### src/rtl/s2a_wr_arbiter.sv
// s2a_wr_arbiter
// Two requesters share one AXI write channel. The block arbitrates round-robin,
// issues a fixed 16-beat burst for the winner, streams the beats out of the
// winner's read buffer (one-cycle read latency), then waits for the B response.
// Only one burst is ever in flight; requests seen outside IDLE simply wait.

module s2a_wr_arbiter #(
    parameter int BURST_LEN = 16
) (
    input  logic        AXI_clk,
    input  logic        rst,

    // requester side
    input  logic        req0,
    input  logic        req1,
    input  logic [31:0] waddr0,
    input  logic [31:0] waddr1,
    output logic        gnt0,
    output logic        gnt1,
    output logic        done0,
    output logic        done1,

    // burst buffer read side
    output logic        rd_en,
    output logic [3:0]  rd_addr,
    output logic        rd_sel,
    input  logic [31:0] wdata0,
    input  logic [31:0] wdata1,

    // AXI write address channel
    output logic [31:0] AXI_awaddr,
    output logic [3:0]  AXI_awlen,
    output logic        AXI_awvalid,
    input  logic        AXI_awready,

    // AXI write data channel
    output logic [31:0] AXI_wdata,
    output logic        AXI_wvalid,
    input  logic        AXI_wready,
    output logic        AXI_wlast,

    // AXI write response channel
    input  logic        AXI_bvalid,
    input  logic [1:0]  AXI_bresp,
    output logic        AXI_bready,

    // status
    output logic        err,
    output logic        err_src
);

    localparam logic [3:0] LAST_BEAT = 4'(BURST_LEN - 1);

    typedef enum logic [1:0] {
        IDLE = 2'd0,
        ADDR = 2'd1,
        DATA = 2'd2,
        RESP = 2'd3
    } state_t;

    state_t      state_reg, state_next;
    logic        sel_reg, sel_next;          // requester owning the current burst
    logic        last_reg, last_next;        // requester granted most recently
    logic [31:0] awaddr_reg, awaddr_next;
    logic [3:0]  beat_reg, beat_next;        // index of the beat currently on W
    logic        err_reg, err_next;
    logic        err_src_reg, err_src_next;

    // per-requester views of the two port sets
    logic [31:0] waddr_vec [2];
    logic [31:0] wdata_vec [2];
    logic [1:0]  gnt_vec;
    logic [1:0]  done_vec;

    // channel handshakes, qualified by state so stray readies are ignored
    logic        aw_hs;
    logic        w_hs;
    logic        b_hs;
    logic        wlast_int;
    logic        pick;

    assign waddr_vec[0] = waddr0;
    assign waddr_vec[1] = waddr1;
    assign wdata_vec[0] = wdata0;
    assign wdata_vec[1] = wdata1;

    assign aw_hs     = (state_reg == ADDR) && AXI_awready;
    assign w_hs      = (state_reg == DATA) && AXI_wready;
    assign b_hs      = (state_reg == RESP) && AXI_bvalid;
    assign wlast_int = (state_reg == DATA) && (beat_reg == LAST_BEAT);

    // Round-robin choice: a lone request wins; on a tie the requester that was
    // not granted last wins. last_reg resets to 1 so requester 0 takes the
    // first tie.
    assign pick = req1 & (~req0 | ~last_reg);

    // Grant and done pulses are routed to the owner of the burst.
    genvar gi;
    generate
        for (gi = 0; gi < 2; gi++) begin : g_req
            assign gnt_vec[gi]  = aw_hs && (sel_reg == 1'(gi));
            assign done_vec[gi] = b_hs && (sel_reg == 1'(gi));
        end
    endgenerate

    assign gnt0  = gnt_vec[0];
    assign gnt1  = gnt_vec[1];
    assign done0 = done_vec[0];
    assign done1 = done_vec[1];

    // The buffer output is forwarded straight onto W; the buffer holds its
    // output while rd_en is low, so a stalled beat stays put.
    assign AXI_wdata  = wdata_vec[sel_reg];
    assign rd_sel     = sel_reg;
    assign AXI_awaddr = awaddr_reg;
    assign AXI_awlen  = LAST_BEAT;
    assign err        = err_reg;
    assign err_src    = err_src_reg;

    // Next-state logic: arbitration in IDLE, then walk the AW, W and B phases.
    always_comb begin
        state_next   = state_reg;
        sel_next     = sel_reg;
        last_next    = last_reg;
        awaddr_next  = awaddr_reg;
        beat_next    = beat_reg;
        err_next     = err_reg;
        err_src_next = err_src_reg;

        case (state_reg)
            IDLE: begin
                if (req0 || req1) begin
                    sel_next    = pick;
                    last_next   = pick;
                    awaddr_next = waddr_vec[pick];
                    state_next  = ADDR;
                end
            end
            ADDR: begin
                if (AXI_awready) begin
                    beat_next  = 4'd0;
                    state_next = DATA;
                end
            end
            DATA: begin
                if (AXI_wready) begin
                    // wraps back to 0 after the last beat
                    beat_next = beat_reg + 4'd1;
                    if (beat_reg == LAST_BEAT) begin
                        state_next = RESP;
                    end
                end
            end
            RESP: begin
                if (AXI_bvalid) begin
                    state_next = IDLE;
                    // only the first failing burst is recorded
                    if ((AXI_bresp != 2'b00) && !err_reg) begin
                        err_next     = 1'b1;
                        err_src_next = sel_reg;
                    end
                end
            end
            default: begin
                state_next = IDLE;
            end
        endcase
    end

    // Channel outputs and buffer reads decoded from the current state.
    // Beat 0 is prefetched on the AW handshake so it is ready on the first W
    // cycle; every accepted non-final beat then fetches the following one.
    always_comb begin
        AXI_awvalid = (state_reg == ADDR);
        AXI_wvalid  = (state_reg == DATA);
        AXI_wlast   = wlast_int;
        AXI_bready  = (state_reg == RESP);
        rd_en       = 1'b0;
        rd_addr     = 4'd0;

        if (aw_hs) begin
            rd_en   = 1'b1;
            rd_addr = 4'd0;
        end else if (w_hs && !wlast_int) begin
            rd_en   = 1'b1;
            rd_addr = beat_reg + 4'd1;
        end
    end

    // State register; reset abandons any burst and restores the tie-break.
    always_ff @(posedge AXI_clk or negedge rst) begin
        if (!rst) begin
            state_reg   <= IDLE;
            sel_reg     <= 1'b0;
            last_reg    <= 1'b1;
            awaddr_reg  <= 32'd0;
            beat_reg    <= 4'd0;
            err_reg     <= 1'b0;
            err_src_reg <= 1'b0;
        end else begin
            state_reg   <= state_next;
            sel_reg     <= sel_next;
            last_reg    <= last_next;
            awaddr_reg  <= awaddr_next;
            beat_reg    <= beat_next;
            err_reg     <= err_next;
            err_src_reg <= err_src_next;
        end
    end

endmodule

### config.mk
export PLATFORM = sky130hd
export DESIGN_NAME = s2a_wr_arbiter
export DESIGN_NICKNAME = d
export VERILOG_FILES = /design/src/rtl/s2a_wr_arbiter.sv
export SDC_FILE = /design/constraint.sdc
export NUM_CORES = 1
export LEC_CHECK = 0
export CORE_UTILIZATION = 32
export CTS_CLUSTER_DIAMETER = 40
export DETAILED_ROUTE_END_ITERATION = 12
export GPL_TIMING_DRIVEN = 0
export PLACE_DENSITY = 0.82
export SYNTH_ARGS = -nofsm -noshare
export SYNTH_HDL_FRONTEND = slang
export SYNTH_SLANG_ARGS = --single-unit
### constraint.sdc
create_clock -name AXI_clk -period 2.2 [get_ports AXI_clk]
set_clock_uncertainty 0.2 [all_clocks]
set_input_delay 0.66 -clock AXI_clk [delete_from_list [all_inputs] [get_ports AXI_clk]]
set_output_delay 0.66 -clock AXI_clk [all_outputs]
set_load 0.1 [all_outputs]
==> results_dict.tcl <==
set metrics [dict create \
    synth_area_leaders "dfrtp_1 40%, mux2_2 15%, mux2i_1 13%" \
    grt_first_pass_wirelength_um 17580 \
    async_flop_share_pct 100.0 \
    seq_area_mm2 0.001060 \
    dieArea_mm2 0.008413 \
    yosys_warnings 0 \
    io_pins 221 \
    grt_util_all_layers_pct 27.45 \
    antenna_found_initial 2 \
    via_per_inst 5.043 \
    grt_max_degree 25 \
    whs_ns 0.1278 \
    largest_reg_flops 32 \
    status "complete, but fails checks" \
    final_common_cell "clkdlybuf4s50_1" \
    gp_congestion 0.8002 \
    synth_edf_count 0 \
    syn_area_per_cell_um2 10.14 \
    wl_per_cell_um 21.22 \
    cts_hold_buf 0 \
    first_global_vias 3236 \
    clock_sinks 42 \
    worstMarginPinSlew_ns 0.5918 \
    die_h_um 91.73 \
    drt-initial-drc-count 131 \
    path_max_fanout 4 \
    grt.overflow.total 0 \
    min_path_type "input pin to asynchronous set/reset pin" \
    ys_seq_elements 42 \
    synth_cells 254 \
    violations "setup timing" \
    synth_top_area_share_pct 39.83 \
    area_growth_pct 138.3 \
    synthFlopType "dfrtp_1" \
    drtAntennaViolNets 0 \
    leakage_nw 2.899 \
    hpwl_um 8026 \
    finalSetupTns_ns -9.276 \
    post-route-util_pct 79.04 \
    peakVddDrop_uv 981.3 \
    root_buffer "clkbuf_8" \
    slew_viol_final 0 \
    start_util_pct 33.17 \
    firstDrtPassIters 4 \
    drive_above_1_share_pct 39.64 \
    cp.arrival_ns 1.67 \
    rsz0062_at_grt "true" \
    worstSetupStartpointType "flip-flop" \
    core_area_mm2 0.007767 \
    end_kind "output port" \
    clk_latency_ns 0.29 \
    hold_viol 0 \
    cts_buffers 5 \
    routed_wl_um 12970 \
    portBuffers 216 \
    nNetsFinal 651 \
    final-setup-viol-count 45 \
    ys_seq_area_share_pct 40.85 \
    rows 32 \
    cp.required_ns 1.34 \
    met1_usage_pct 27.64 \
    use_met2_pct 51.44 \
    stdcell_area_mm2 0.006140 \
    die_w_um 91.73 \
    setup_slack_ns -0.3350 \
    htreeDepth 2 \
    clk_pin_slew_ns 0.08 \
    synth.distinct_cells 37 \
    gr-usage-met3_pct 8.541 \
    cap_violations 0 \
    layout_common_cells "102 x clkdlybuf4s50_1, 48 x buf_12, 37 x dfrtp_1" \
    max-clock-path-buffers 2 \
    multi_input_area_mm2 0.001672 \
    fmax_mhz 394.5 \
    timing.final.crit_share_pct 115.2 \
    slew_headroom_pct 60.73 \
    drcViolationCount 0 \
    power_density_mw_per_mm2 1676 \
    placed_area_mm2 0.005141 \
    cts_tree "built" \
    synth_area_mm2 0.002576 \
    criticalPathCategory "flip-flop to output port" \
    synth_top_cell_by_area "dfrtp_1" \
    num-fill-cells 460 \
    top_usage_layer "met2" \
    dr_total_vias 3081 \
    min_period_ns 2.535 \
]
-- kinds of logic after synthesis --
| family | share of synthesized area, % |
|---|---|
| muxes | 28.27 |
| and+or+nand+nor | 10.15 |
| AOI/OAI and AO/OA | 11.12 |
| DFF | 40.85 |
| buffers and inverters | 5.391 |
| adders and majority gates | 3.400 |
| xor gates and xnor gates | 0.6801 |
| other | 0.1456 |
-- final cells by class --
class / count / area share [%]
Multi-Input combinational cell: 190 / 27.23
Sequential cell: 42 / 17.26
Buffer: 19 / 3.098
Timing Repair Buffer: 243 / 48.44
Antenna cell: 2 / 0.08152
Tap cell: 102 / 2.079
Clock inverter: 2 / 0.2445
Clock buffer: 5 / 1.121
Inverter: 6 / 0.4483
-- synth_stat cells (all sizes together), types with 4 or more instances --
library cell / number
dfrtp: 41
nand2: 38
mux2: 35
o21ai: 34
mux2i: 33
buf: 13
nor2: 11
ha: 7
clkbuf: 6
inv: 6
a22o: 4
nand3: 4
-- critical path, stage by stage (launching register included) --
cell and delay (ns):
dfrtp_2 0.46, inv_4 0.10, ha_4 0.17, nand4_1 0.13
buf_6 0.17, nor2_4 0.15, buf_12 0.19
-- what timing repair did --
item / in CTS / in global routing
cloned: 2 / 0
pin swaps: 7 / 7
buffers inserted: 15 / 10
gates resized for setup: 523 / 71
setup endpoints to repair: 87 / 77
-- through the flow --
stage	instances	worst slack [ns]	power, W
global route	611	-0.3926	0.01063
global placement	575	-1.649	0.008458
detailed placement	576	-1.685	0.008549
finish	611	-0.3350	0.01029
CTS	600	-0.2605	0.009826
floorplan	257	-0.4725	0.006904
-- final timing paths --
kind | startpoint | end | slack [ns] | cells past startpoint
max | state_reg[0] | rd_addr[2] | -0.33 | 6
min | rst | AXI_awaddr[28] | 0.13 | 1
max reg2reg | state_reg[0] | AXI_awaddr[16] | 0.02 | 9
min reg2reg | AXI_awaddr[18] | AXI_awaddr[18] | 0.28 | 2
max in group asynchronous | rst | AXI_awaddr[15] | 1.18 | 2
min in group AXI_clk | AXI_awaddr[18] | AXI_awaddr[18] | 0.28 | 2
-- power breakdown --
group	total, W	leakage (nW)	internal, W	switching, W
Clock	0.000485	0.0363	0.000217	0.000268
Sequential	0.00142	0.515	0.00115	0.000271
Combinational	0.00839	2.35	0.00278	0.00561
Total	0.0103	2.90	0.00414	0.00615
-- per-layer routing --
metal  routed length (um)  vias up
met5                    0        -
met4                  744        0
met3                 1097       45
met2                 6541      195
met1                 4584     1455
li1                     -     1386
No activity file was read; power rests on OpenSTA's default activity.
